File: src/rtl/ee201_numlock_pkg.sv
// Shared types and constants for the number-lock code sender and its benches.
package ee201_numlock_pkg;

    typedef enum logic [2:0] {
        IDLE,
        PRESS,
        RELEASE,
        WAIT_RESP,
        DONE,
        COOLDOWN
    } state_t;

    localparam int RETRY_COOLDOWN   = 8;

    localparam int DEF_CODE_LEN     = 4;
    localparam int DEF_HOLD_CYCLES  = 3;
    localparam int DEF_GAP_CYCLES   = 2;
    localparam int DEF_RESP_TIMEOUT = 16;

    function automatic int max3(input int a, input int b, input int c);
        int m;
        m = (a > b) ? a : b;
        return (m > c) ? m : c;
    endfunction

endpackage

File: src/rtl/ee201_numlock_code_sender_if.sv
// Button/handshake bundle between the code sender and its requester/lock.
// EE201_NUMLOCK_SENDER_RETRY_EN adds the attempt indicator.
interface ee201_numlock_code_sender_if #(parameter int CODE_LEN = 4);
    logic                start;
    logic [CODE_LEN-1:0] code;
    logic                lock_opening;
    logic                lock_bad;
    logic                u;
    logic                z;
    logic                busy;
    logic                done;
    logic                opened;
    logic                failed;
`ifdef EE201_NUMLOCK_SENDER_RETRY_EN
    logic                attempt;

    modport master (input start, code, lock_opening, lock_bad,
                    output u, z, busy, done, opened, failed, attempt);
    modport slave  (output start, code, lock_opening, lock_bad,
                    input u, z, busy, done, opened, failed, attempt);
`else
    modport master (input start, code, lock_opening, lock_bad,
                    output u, z, busy, done, opened, failed);
    modport slave  (output start, code, lock_opening, lock_bad,
                    input u, z, busy, done, opened, failed);
`endif
endinterface

File: src/rtl/ee201_numlock_press_timer.sv
// Loadable down-counter; tc is high while the count sits at zero.
module ee201_numlock_press_timer #(
    parameter int W = 5
) (
    input  logic         Clk,
    input  logic         reset,
    input  logic         load,
    input  logic [W-1:0] load_val,
    output logic         tc
);
    logic [W-1:0] cnt;

    always_ff @(posedge Clk or posedge reset) begin
        if (reset)          cnt <= '0;
        else if (load)      cnt <= load_val;
        else if (cnt != '0) cnt <= cnt - 1'b1;
    end

    assign tc = (cnt == '0);
endmodule

File: src/rtl/ee201_numlock_code_sender.sv
// Enters a latched combination on the lock's u/z buttons, MSB first, and reports the verdict.
// EE201_NUMLOCK_SENDER_RETRY_EN enables one cooled-down retry after a failed attempt.
module ee201_numlock_code_sender
    import ee201_numlock_pkg::*;
#(
    parameter int CODE_LEN     = DEF_CODE_LEN,
    parameter int HOLD_CYCLES  = DEF_HOLD_CYCLES,
    parameter int GAP_CYCLES   = DEF_GAP_CYCLES,
    parameter int RESP_TIMEOUT = DEF_RESP_TIMEOUT
) (
    input  logic Clk,
    input  logic reset,
    ee201_numlock_code_sender_if.master bus
);
`ifdef EE201_NUMLOCK_SENDER_RETRY_EN
    localparam int TMAX = max3(max3(HOLD_CYCLES, GAP_CYCLES, RESP_TIMEOUT), RETRY_COOLDOWN, 1);
`else
    localparam int TMAX = max3(HOLD_CYCLES, GAP_CYCLES, RESP_TIMEOUT);
`endif
    localparam int CW = $clog2(TMAX) + 1;
    localparam int IW = (CODE_LEN > 1) ? $clog2(CODE_LEN) : 1;

    state_t              state, state_n;
    logic [CODE_LEN-1:0] code_q, code_n;
    logic [IW-1:0]       idx, idx_n;
    logic                u_q, z_q, busy_q, done_q, opened_q, failed_q;
    logic                tmr_load, tmr_tc, fail_ev, set_open, set_fail, clr_res;
    logic [CW-1:0]       tmr_val;
`ifdef EE201_NUMLOCK_SENDER_RETRY_EN
    logic                attempt_q, attempt_n;
`endif

    ee201_numlock_press_timer #(.W(CW)) u_timer (
        .Clk      (Clk),
        .reset    (reset),
        .load     (tmr_load),
        .load_val (tmr_val),
        .tc       (tmr_tc)
    );

    always_comb begin
        state_n  = state;
        code_n   = code_q;
        idx_n    = idx;
        tmr_load = 1'b0;
        tmr_val  = '0;
        fail_ev  = 1'b0;
        set_open = 1'b0;
        set_fail = 1'b0;
        clr_res  = 1'b0;
`ifdef EE201_NUMLOCK_SENDER_RETRY_EN
        attempt_n = attempt_q;
`endif
        case (state)
            IDLE: if (bus.start) begin
                code_n   = bus.code;
                idx_n    = IW'(CODE_LEN - 1);
                clr_res  = 1'b1;
                state_n  = PRESS;
                tmr_load = 1'b1;
                tmr_val  = CW'(HOLD_CYCLES - 1);
`ifdef EE201_NUMLOCK_SENDER_RETRY_EN
                attempt_n = 1'b0;
`endif
            end
            PRESS: begin
                if (bus.lock_bad) fail_ev = 1'b1;
                else if (tmr_tc) begin
                    state_n  = RELEASE;
                    tmr_load = 1'b1;
                    tmr_val  = CW'(GAP_CYCLES - 1);
                end
            end
            RELEASE: begin
                if (bus.lock_bad) fail_ev = 1'b1;
                else if (tmr_tc) begin
                    tmr_load = 1'b1;
                    if (idx == '0) begin
                        state_n = WAIT_RESP;
                        tmr_val = CW'(RESP_TIMEOUT - 1);
                    end else begin
                        idx_n   = idx - 1'b1;
                        state_n = PRESS;
                        tmr_val = CW'(HOLD_CYCLES - 1);
                    end
                end
            end
            WAIT_RESP: begin
                // bad outranks opening when both arrive together
                if (bus.lock_bad) fail_ev = 1'b1;
                else if (bus.lock_opening) begin
                    set_open = 1'b1;
                    state_n  = DONE;
                end else if (tmr_tc) fail_ev = 1'b1;
            end
`ifdef EE201_NUMLOCK_SENDER_RETRY_EN
            COOLDOWN: if (tmr_tc) begin
                idx_n    = IW'(CODE_LEN - 1);
                state_n  = PRESS;
                tmr_load = 1'b1;
                tmr_val  = CW'(HOLD_CYCLES - 1);
            end
`endif
            default: state_n = IDLE;
        endcase

        if (fail_ev) begin
`ifdef EE201_NUMLOCK_SENDER_RETRY_EN
            if (!attempt_q) begin
                attempt_n = 1'b1;
                state_n   = COOLDOWN;
                tmr_load  = 1'b1;
                tmr_val   = CW'(RETRY_COOLDOWN - 1);
            end else begin
                set_fail = 1'b1;
                state_n  = DONE;
            end
`else
            set_fail = 1'b1;
            state_n  = DONE;
`endif
        end
    end

    always_ff @(posedge Clk or posedge reset) begin
        if (reset) state <= IDLE;
        else       state <= state_n;
    end

    // Outputs are registered from next-state so buttons rise on the edge that enters PRESS.
    always_ff @(posedge Clk or posedge reset) begin
        if (reset) begin
            code_q   <= '0;
            idx      <= '0;
            u_q      <= 1'b0;
            z_q      <= 1'b0;
            busy_q   <= 1'b0;
            done_q   <= 1'b0;
            opened_q <= 1'b0;
            failed_q <= 1'b0;
        end else begin
            code_q   <= code_n;
            idx      <= idx_n;
            u_q      <= (state_n == PRESS) &&  code_n[idx_n];
            z_q      <= (state_n == PRESS) && !code_n[idx_n];
            busy_q   <= (state_n != IDLE) && (state_n != DONE);
            done_q   <= (state_n == DONE);
            opened_q <= !clr_res && (opened_q || set_open);
            failed_q <= !clr_res && (failed_q || set_fail);
        end
    end

`ifdef EE201_NUMLOCK_SENDER_RETRY_EN
    always_ff @(posedge Clk or posedge reset) begin
        if (reset) attempt_q <= 1'b0;
        else       attempt_q <= attempt_n;
    end
    assign bus.attempt = attempt_q;
`endif

    assign bus.u      = u_q;
    assign bus.z      = z_q;
    assign bus.busy   = busy_q;
    assign bus.done   = done_q;
    assign bus.opened = opened_q;
    assign bus.failed = failed_q;
endmodule

File: src/flat_wrapper.sv
// flat-port wrapper written by rule: the top's interface ports become plain ports
module ee201_numlock_code_sender_flat import ee201_numlock_pkg::*;
#(
    parameter int CODE_LEN     = DEF_CODE_LEN,
    parameter int HOLD_CYCLES  = DEF_HOLD_CYCLES,
    parameter int GAP_CYCLES   = DEF_GAP_CYCLES,
    parameter int RESP_TIMEOUT = DEF_RESP_TIMEOUT
)
  (Clk, reset, bus_start, bus_code, bus_lock_opening, bus_lock_bad, bus_u, bus_z, bus_busy, bus_done, bus_opened, bus_failed);
  ee201_numlock_code_sender_if #(.CODE_LEN(CODE_LEN)) bus_i ();
  input  logic Clk;
  input  logic reset;
  input wire logic [$bits(bus_i.start)-1:0] bus_start;
  input wire logic [$bits(bus_i.code)-1:0] bus_code;
  input wire logic [$bits(bus_i.lock_opening)-1:0] bus_lock_opening;
  input wire logic [$bits(bus_i.lock_bad)-1:0] bus_lock_bad;
  output wire logic [$bits(bus_i.u)-1:0] bus_u;
  output wire logic [$bits(bus_i.z)-1:0] bus_z;
  output wire logic [$bits(bus_i.busy)-1:0] bus_busy;
  output wire logic [$bits(bus_i.done)-1:0] bus_done;
  output wire logic [$bits(bus_i.opened)-1:0] bus_opened;
  output wire logic [$bits(bus_i.failed)-1:0] bus_failed;
  assign bus_i.start = bus_start;
  assign bus_i.code = bus_code;
  assign bus_i.lock_opening = bus_lock_opening;
  assign bus_i.lock_bad = bus_lock_bad;
  assign bus_u = bus_i.u;
  assign bus_z = bus_i.z;
  assign bus_busy = bus_i.busy;
  assign bus_done = bus_i.done;
  assign bus_opened = bus_i.opened;
  assign bus_failed = bus_i.failed;
  ee201_numlock_code_sender #(.CODE_LEN(CODE_LEN), .HOLD_CYCLES(HOLD_CYCLES), .GAP_CYCLES(GAP_CYCLES), .RESP_TIMEOUT(RESP_TIMEOUT)) u_core (.Clk(Clk), .reset(reset), .bus(bus_i));
endmodule
File: config.mk
export PLATFORM = sky130hd
export DESIGN_NAME = ee201_numlock_code_sender_flat
export DESIGN_NICKNAME = d
export VERILOG_FILES = /design/src/rtl/ee201_numlock_pkg.sv /design/src/rtl/ee201_numlock_code_sender_if.sv /design/src/rtl/ee201_numlock_press_timer.sv /design/src/rtl/ee201_numlock_code_sender.sv /design/src/flat_wrapper.sv
export SDC_FILE = /design/constraint.sdc
export NUM_CORES = 1
export LEC_CHECK = 0
export ABC_CLOCK_PERIOD_IN_PS = 4200
export CAP_MARGIN = 20
export CORE_MARGIN = 2
export CORE_UTILIZATION = 45
export CTS_CLUSTER_DIAMETER = 200
export DETAILED_ROUTE_END_ITERATION = 6
export GPL_TIMING_DRIVEN = 0
export PLACE_DENSITY = 0.68
export SLEW_MARGIN = 20
export SYNTH_ARGS = -nofsm -noshare
export SYNTH_HDL_FRONTEND = slang
export SYNTH_SLANG_ARGS = --single-unit
File: constraint.sdc
create_clock -name Clk -period 4.2 [get_ports Clk]
set_input_delay 0.84 -clock Clk [delete_from_list [all_inputs] [get_ports Clk]]
set_output_delay 0.84 -clock Clk [all_outputs]
set_load 0.005 [all_outputs]
== Word level (Yosys, flattened, before mapping) ==
Cells that the tools add are included.

* ROM bits: 0
* Output and inout port bits: 6
* Input bits: 9
* Memories kept: 0
* Flip-flop bits (word level): 20
* Bits in latches: 0
* Memory bits (writable): 0

* Reduce and logical (&&, ||, !) cells: 16
* Divide/modulo/power cells: 0
* Add/subtract/negate cells: 2
* Muxes and demuxes: 41
* Magnitude comparators: 1
* Eq/ne operators: 6
* Bitwise logic cells: 0
* $mul: 0
* Shift operators: 0

{| class="wikitable"
|+ Operators with widths
! kind !! number
|-
| two-way mux 5 bit || 5
|-
| two-way mux 3 bit || 8
|-
| case mux 5 bit (3 select lines) || 1
|-
| two-way mux 1 bit || 13
|-
| two-way mux 2 bit || 6
|-
| two-way mux 4 bit || 3
|-
| case mux 3 bit (4 select lines) || 1
|-
| equality test 3 x 1 -> 1 bit (second input constant) || 2
|-
| equality test 3 x 2 -> 1 bit (second input constant) || 2
|-
| logical AND 1 bit || 5
|-
| logical NOT 5 bit || 1
|-
| nonzero test 5 bit || 1
|-
| subtractor 5 x 1 -> 5 bit (second input constant) || 1
|-
| case mux 1 bit (2 select lines) || 2
|-
| case mux 2 bit (2 select lines) || 1
|-
| equality test 3 bit (second input constant) || 1
|-
| logical NOT 3 bit || 1
|-
| < comparator 2 x 3 -> 1 bit (second input constant) || 1
|-
| inequality test 3 bit (second input constant) || 1
|-
| nonzero test 3 bit || 1
|-
| binary-select mux 1 bit (select 2 bit) || 1
|-
| logical NOT 1 bit || 2
|-
| logical NOT 2 bit || 1
|-
| logical OR 1 bit || 2
|-
| other kinds (3) || 3
|}

== Depth between registers and ports, before layout ==
Gate-level depths: netlist (run 1).

* Word-level depth: 9
* Depth in mapped cells: 8

== By module ==
Synthesis (run 1) repeated with hierarchy kept, for this count alone.

* Cells, all modules: 118
* Area total of the unflattened synthesis: 1148.6 um2

{| class="wikitable"
|+ By module, submodules not included
! module !! area each (um2) !! sequential area each (um2) !! instances !! cells each
|-
| ee201_numlock_code_sender || 865.8 || 375.4 || 1 || 90
|-
| ee201_numlock_press_timer || 282.8 || 125.1 || 1 || 28
|}

== Worst setup path after synthesis (run 1) ==
No wires, ideal clock.

* Kind: input to register
* Start point: input bus_lock_bad
* End point: register u_core.u_timer.cnt[0]
* Arrival time: 2.224 ns
* Setup time: 0.125 ns
* Required time: 4.075 ns
* Cell stages on the path: 6
* Path slack: 1.851 ns
* Buffers on the path: 1
* Cells stage by stage: clkbuf_1 -> or2_2 -> or4_1 -> a21oi_1 -> nor2_1 -> mux2_2

* Cells in the longest elaborated chain, start to end: 3

{| class="wikitable"
|+ RTL lines
! element !! line !! source
|-
| start, declared || flat_wrapper.sv:16 || <nowiki>input wire logic [$bits(bus_i.lock_bad)-1:0] bus_lock_bad;</nowiki>
|-
| two-way mux 5 bit (tied with other cells) || ee201_numlock_code_sender.sv:75 || <nowiki>if (bus.lock_bad) fail_ev = 1'b1;</nowiki>
|-
| case mux 5 bit (3 select lines) or case mux 1 bit (2 select lines) (tied branches) || ee201_numlock_code_sender.sv:54 || <nowiki>case (state)</nowiki>
|-
| two-way mux 5 bit or nonzero test 2 bit (tied branches) || - ||
|-
| end signal, assigned || ee201_numlock_press_timer.sv:15 || <nowiki>else if (load) cnt <= load_val;</nowiki>
|-
| end signal, assigned || ee201_numlock_press_timer.sv:16 || <nowiki>else if (cnt != '0) cnt <= cnt - 1'b1;</nowiki>
|-
| end, declared || ee201_numlock_press_timer.sv:11 || <nowiki>logic [W-1:0] cnt;</nowiki>
|}

Several ways; a longest one is shown, not always the timed one.
A chain may end at the register's enable or synchronous reset.

== Worst setup path after layout (run 1) ==
* Start point: input bus_start
* End point: register u_core.u_q, in the netlist u_core.bus.u

* Cells in the longest elaborated chain, start to end: 5

{| class="wikitable"
|+ RTL lines
! element !! line !! source
|-
| start, declared || flat_wrapper.sv:13 || <nowiki>input wire logic [$bits(bus_i.start)-1:0] bus_start;</nowiki>
|-
| two-way mux 2 bit || ee201_numlock_code_sender.sv:55 || <nowiki>IDLE: if (bus.start) begin</nowiki>
|-
| case mux 2 bit (2 select lines) || ee201_numlock_code_sender.sv:54 ||
|-
| via u_core.idx_n[0] || ee201_numlock_code_sender.sv:25 || <nowiki>logic [IW-1:0] idx, idx_n;</nowiki>
|-
| binary-select mux 1 bit (select 2 bit) || ee201_numlock_code_sender.sv:144 || <nowiki>u_q <= (state_n == PRESS) && code_n[idx_n];</nowiki>
|-
| two-way mux 1 bit (implied by the code) || ee201_numlock_code_sender.sv:144 ||
|-
| logical AND 1 bit || ee201_numlock_code_sender.sv:144 ||
|-
| end signal, assigned || ee201_numlock_code_sender.sv:144 ||
|-
| end, declared || ee201_numlock_code_sender.sv:26 || <nowiki>logic u_q, z_q, busy_q, done_q, opened_q, failed_q;</nowiki>
|}

The timed path passes the listed nets, and every way through them passes these cells. The select of a mux whose other input is x is not followed.

==> impl_metrics.env, run 1 <==
export IMPL_seqPwrFrac_pct=37.1
export IMPL_ir_worst_vdd_v=0.0003418
export IMPL_synth_edf_count=0
export IMPL_utilization_pct=57.77
export IMPL_syn_nets=129
export IMPL_htreeDepth=1
export IMPL_cts_sinks=20
export IMPL_status="finished, final reports clean"
export IMPL_dpl_cell_area_um2=1266
export IMPL_min_path_type="flip-flop to flip-flop"
export IMPL_finalCritPeriodShare_pct=63.66
export IMPL_worstHoldPathCells=1
export IMPL_yosysWarningCount=0
export IMPL_end_kind="flip-flop"
export IMPL_syn2layout_area_growth_pct=18.30
export IMPL_die_height_um=53.47
export IMPL_final_nets=147
export IMPL_start_util_pct=48.83
export IMPL_first_pass_iters=4
export IMPL_drive_gt1_share_pct=14.81
export IMPL_yosys_top_cells_area="dfrtp_1, mux2_2, nor2_1, a21oi_1, nor3_1"
export IMPL_first_global_vias=884
export IMPL_stdcell_area_um2=1303
export IMPL_ys_seq_elements=20
export IMPL_placementRows=17
export IMPL_drt_iter0_markers=7
export IMPL_critPathArrivalTime_ns=2.92
export IMPL_crit_reg2reg_launch="u_core.u_timer.cnt[0]"
export IMPL_criticalPathCategory="input port to flip-flop"
export IMPL_ctsHoldBuffers=0
export IMPL_synth_area_per_cell_um2=9.331
export IMPL_die_w_um=53.47
export IMPL_p_comb_share_pct=49.5
export IMPL_clock_power_share_pct=13.4
export IMPL_r2r_cells=8
export IMPL_synthCells=118
export IMPL_antenna_found_initial=0
export IMPL_syn_area_um2=1101
export IMPL_dpl_hpwl_um=1593
export IMPL_die_area_um2=2859
export IMPL_finalHoldViolCount=0
export IMPL_grt_overflow_total=0
export IMPL_synthFlopType="dfrtp_1"
export IMPL_clock_skew_ns=0.01455
export IMPL_dp_cells=159
export IMPL_layoutNonFillerInstCount=163
export IMPL_ys_seq_area_share_pct=45.45
export IMPL_ctsResizeCount=0
export IMPL_critical_path_startpoint="bus_start"
export IMPL_viasPerCell=5.528
export IMPL_clock_root_buffer="clkbuf_4"
export IMPL_fin_tns_setup_ns=0
export IMPL_drv_cap=0
export IMPL_p_sw_uw=312.2
export IMPL_relSlewSlack_pct=41.12
export IMPL_ys_types=35
export IMPL_vias=901
export IMPL_diodes=0
export IMPL_cts_setup_buffers=0
export IMPL_cts_tree="built"
export IMPL_p_sw_share_pct=37.35
export IMPL_n_fill_cell=222
export IMPL_routed_wl_um=2172
export IMPL_ant_nets=0
export IMPL_gp_congestion=0.8326
export IMPL_ios=15
export IMPL_holdCritStartpoint="u_core.code_q[2]"
export IMPL_route_detailed_drc=0
export IMPL_tightest_slew_ns=0.8710
export IMPL_synthArstFlopShare_pct=100.0
export IMPL_clk_latency_ns=0.31
export IMPL_cts_buffers=3
export IMPL_grt_max_degree=21
export IMPL_fin_crit_ns=2.674
export IMPL_core_um2=2255
export IMPL_cp_max_fo=10
export IMPL_clockBufferDepth=2
export IMPL_rsz0062_at_grt="no"
export IMPL_fmax_mhz=374.0
export IMPL_p_int_uw=523.6
export IMPL_setup_violations_final=0
export IMPL_power_density_nw_per_um2=641.7
export IMPL_synth_top_area_cell="dfrtp_1"
export IMPL_grt_pass1_wl_um=3760
export IMPL_wl_per_cell_um=13.33
export IMPL_worstSetupStartpointType="input port"
export IMPL_track_usage_pct=18.25
export IMPL_leakagePower_uw=0.0005549
export IMPL_maxSlewViolCount=0
export IMPL_clk_pin_slew_ns=0.10
export IMPL_critical_path_required_ns=4.44
export IMPL_portBuffers=13
export IMPL_yosys_area_top_type_share_pct=45.45
-- logic make-up (layout without fill, tap and decap cells) --
logic type / Yosys count / count (layout) / synth area share [%]
compound gates: 26 / 26 / 15.34
flops: 20 / 20 / 45.45
fa+ha+maj: 2 / 2 / 2.272
simple gates: 51 / 51 / 25.23
xor+xnor: 3 / 3 / 2.387
buf+inv: 11 / 28 / 4.205
mux: 5 / 5 / 5.113
-- path summary, 6_finish.rpt --
| kind | endpoint | slack (ns) |
|---|---|---|
| max | u_core.bus.u | 1.53 |
| min | u_core.code_q[2] | 0.51 |
| max reg2reg | u_core.u_timer.cnt[0] | 1.78 |
| min reg2reg | u_core.code_q[2] | 0.51 |
| max in group asynchronous | u_core.bus.busy | 2.75 |
| min in group asynchronous | u_core.u_timer.cnt[3] | 0.96 |
-- layout by cell type, fill, tap and decap left out, types with 2 or more instances in the layout --
master / instances
a211oi_1: 2
nor4b_1: 2
or2_2: 3
nand2_1: 8
clkdlybuf4s50_1: 13
clkbuf_4: 3
buf_2: 4
nor3_1: 8
ha_1: 2
clkbuf_1: 2
inv_1: 5
a21o_1: 2
nor2b_1: 4
xor2_1: 3
a21oi_1: 11
nor2_1: 15
dfrtp_1: 20
mux2_2: 5
o21ai_0: 3
nor4_1: 2
-- cell usage after synthesis, types with 2 or more instances --
master / n
inv_1: 5
nor3_1: 8
xor2_1: 3
nor4b_1: 2
mux2_2: 5
dfrtp_1: 20
clkbuf_1: 2
ha_1: 2
nor2b_1: 4
a21oi_1: 11
buf_2: 4
or2_2: 3
nor4_1: 2
nor2_1: 15
o21ai_0: 3
a211oi_1: 2
a21o_1: 2
nand2_1: 8
-- state kept, by name, indices dropped and copies added, names as in the netlist --
register            cells
u_core.bus.opened       1
u_core.bus.failed       1
u_core.code_q           4
u_core.bus.busy         1
u_core.bus.z            1
u_core.bus.done         1
u_core.idx              2
u_core.u_timer.cnt      5
u_core.state            3
u_core.bus.u            1
-- power groups by stage --
stage	Clock [uW]	Combinational [uW]	Sequential, uW
floorplan	0	306	306
global placement	0	406	310
detailed placement	0	417	313
CTS	115	418	310
global route	123	477	318
finish	112	413	310
-- final cells by class --
class	instances	area [um^2]	area share [%]
clock buffer	4	36.28	2.786
tap	28	35.03	2.690
sequential	20	500.5	38.42
buffer	6	27.53	2.113
inverter	5	18.77	1.441
timing repair buffer	13	130.1	9.990
multi-input combinational	87	554.3	42.56
-- stage by stage --
| stage | setup WS, ns | hold WS [ns] | power, uW |
|---|---|---|---|
| finish | 1.526 | 0.5113 | 835.8 |
| CTS | 1.475 | 0.5151 | 842.6 |
| floorplan | 1.851 | 0.4725 | 612.1 |
| global route | 1.195 | 0.5344 | 917.4 |
| global placement | 1.235 | 0.4844 | 716.5 |
| detailed placement | 1.187 | 0.4900 | 730.2 |
-- worst max-delay path: stages --
cell and delay (ns):
clkdlybuf4s50_1 0.48, nor4b_2 0.50, buf_2 0.32, a311oi_1 0.07
a21oi_1 0.25, nor3b_1 0.30, o21ba_2 0.16
-- per-layer routing --
metal  track usage, %  vias to the layer above  part of all wire [%]
met2            30.04                       17                    47
met5                0                        -                     0
met3            3.390                        4                   3.5
met1            23.67                      431                    48
met4            6.410                        0                   1.2
li1                 -                      449                     -
Note: power is estimated with default switching activity, not from simulation.
==> run 2, diff against run 1 <==
- ABC_CLOCK_PERIOD_IN_PS: 4200 -> 2250
- PLACE_DENSITY: 0.68 -> 0.7
- clock period: 4.2 -> 2.25 ns (I/O delays scaled with it)
==> run 2 against run 1 <==
Against the previous run: the flow now finishes with violations (setup timing); sequential power grew 90%; first-iteration DRC count grew 100%; sequential share of layout area shrank 4.4 points; utilization grew 7.4 points; count of clock-buffer cells in the layout shrank 1; power grew 120%; via count grew 5.3%; routed wire length grew 7.4%; global-route usage grew 0.17 points; worst hold slack gained 0.0059 ns; critical path depth grew 1; critical endpoint unchanged; largest power group unchanged.
==> impl_metrics.env, run 2 (synthesis results as in run 1) <==
export IMPL_clock_power_share_pct=15.6
export IMPL_setup_violations_final=1
export IMPL_seqPwrFrac_pct=31.6
export IMPL_start_util_pct=48.83
export IMPL_die_area_um2=2859
export IMPL_syn2layout_area_growth_pct=33.52
export IMPL_ctsHoldBuffers=0
export IMPL_violations="setup timing"
export IMPL_first_pass_iters=4
export IMPL_dpl_hpwl_um=1632
export IMPL_status="finished, violations left"
export IMPL_placementRows=17
export IMPL_end_kind="flip-flop"
export IMPL_wl_per_cell_um=13.56
export IMPL_first_global_vias=911
export IMPL_cp_max_fo=5
export IMPL_ios=15
export IMPL_fmax_mhz=439.4
export IMPL_clk_latency_ns=0.30
export IMPL_finalHoldViolCount=0
export IMPL_clk_pin_slew_ns=0.12
export IMPL_drive_gt1_share_pct=28.47
export IMPL_routed_wl_um=2333
export IMPL_critical_path_required_ns=2.45
export IMPL_mostFrequentLayoutCells="dfrtp_1, nor2_1, clkdlybuf4s50_1, a21oi_1"
export IMPL_track_usage_pct=18.43
export IMPL_viasPerCell=5.517
export IMPL_reg_top3="u_core.u_timer.cnt (5), u_core.code_q (4), u_core.state (3)"
export IMPL_maxSlewViolCount=0
export IMPL_diodes=0
export IMPL_regMostFlops="u_core.u_timer.cnt"
export IMPL_layout_setup_ws_ns=-0.02557
export IMPL_relSlewSlack_pct=51.34
export IMPL_clock_root_buffer="clkbuf_4"
export IMPL_largest_reg_flops=5
export IMPL_criticalPathCategory="flip-flop to flip-flop"
export IMPL_clock_skew_ns=0.003195
export IMPL_n_fill_cell=183
export IMPL_die_w_um=53.47
export IMPL_cts_sinks=20
export IMPL_power_density_nw_per_um2=1265
export IMPL_vias=949
export IMPL_grt_overflow_total=0
export IMPL_gp_congestion=0.8188
export IMPL_drv_cap=0
export IMPL_finalCritPeriodShare_pct=101.1
export IMPL_ir_worst_vdd_v=0.0006838
export IMPL_htreeDepth=1
export IMPL_p_sw_share_pct=35.96
export IMPL_cts_tree="built"
export IMPL_final_common_cell="dfrtp_1"
export IMPL_p_sw_uw=668.7
export IMPL_min_path_type="flip-flop to flip-flop"
export IMPL_die_height_um=53.47
export IMPL_antenna_found_initial=0
export IMPL_core_um2=2255
export IMPL_critPathArrivalTime_ns=2.48
export IMPL_ant_nets=0
export IMPL_grt_pass1_wl_um=3850
export IMPL_preCtsSetupSlack_ns=-0.3534
export IMPL_final_nets=156
export IMPL_rsz0062_at_grt="yes"
export IMPL_portBuffers=13
export IMPL_leakagePower_uw=0.0006254
export IMPL_fin_crit_ns=2.276
export IMPL_worstSetupStartpointType="flip-flop"
export IMPL_route_detailed_drc=0
export IMPL_cts_buffers=3
export IMPL_drt_iter0_markers=14
export IMPL_grt_max_degree=21
export IMPL_fin_tns_setup_ns=-0.02557
export IMPL_p_comb_share_pct=52.8
export IMPL_tightest_slew_ns=0.7290
export IMPL_clockBufferDepth=2
export IMPL_p_int_uw=1191
run 2: cell type report:
| class | instances | area [um^2] | area share, % |
|---|---|---|---|
| Multi-Input combinational cell | 87 | 634.4 | 43.15 |
| Sequential cell | 20 | 500.5 | 34.04 |
| Clock inverter | 1 | 30.03 | 2.043 |
| Clock buffer | 3 | 22.52 | 1.532 |
| Inverter | 5 | 18.77 | 1.277 |
| Timing Repair Buffer | 22 | 195.2 | 13.28 |
| Tap cell | 28 | 35.03 | 2.383 |
| Buffer | 6 | 33.78 | 2.298 |
run 2: what timing repair did:
item                       4_1_cts  5_1_grt
pin swaps                        3        7
setup endpoints to repair        4        4
buffers inserted                 5        3
resized for setup               10        9
cloned                           1        0
run 2: worst paths after layout:
path	start	end	slack, ns	depth (start not counted)
min in group asynchronous	reset	u_core.code_q[1]	0.57	2
max in group asynchronous	reset	u_core.idx[0]	1.23	2
setup reg to reg	u_core.u_timer.cnt[0]	u_core.bus.u	-0.03	8
hold reg to reg	u_core.code_q[3]	u_core.code_q[3]	0.52	1
setup / recovery	u_core.u_timer.cnt[0]	u_core.bus.u	-0.03	8
hold / removal	u_core.code_q[3]	u_core.code_q[3]	0.52	1
run 2: through the flow:
stage / util [%] / instance area, um^2 / power, uW / cells / hold slack (ns)
after floorplan: - / 1101 / 1143 / 118 / 0.4138
after global placement: 56.16 / 1266 / 1334 / 159 / 0.4861
after detailed placement: 56.16 / 1266 / 1365 / 159 / 0.4897
after CTS: 62.21 / 1403 / 1783 / 169 / 0.5179
after global routing: 65.21 / 1470 / 2001 / 172 / 0.5378
final: 65.21 / 1470 / 1860 / 172 / 0.5172
run 2: power by group through the flow:
stage	Clock (uW)	Combinational, uW	Sequential (uW)
2_1_floorplan	0	571	572
3_3_place_gp	0	755	579
3_5_place_dp	0	779	585
4_1_cts	294	909	581
5_1_grt	308	1090	602
6_report	290	982	588
run 2: layer usage:
metal	track usage (%)	vias to the layer above	wire length [um]
met5	0	-	0
met3	3.107	6	91
li1	-	467	-
met4	7.692	0	35
met1	24.78	452	1122
met2	29.01	24	1084
run 2: critical path: stages, from the launching register on:
cell,delay [ns]
dfrtp_1,0.41
inv_2,0.08
ha_4,0.13
or4b_4,0.46
buf_6,0.15
or4_4,0.51
a21oi_2,0.18
nor3_2,0.06
o21ba_2,0.20
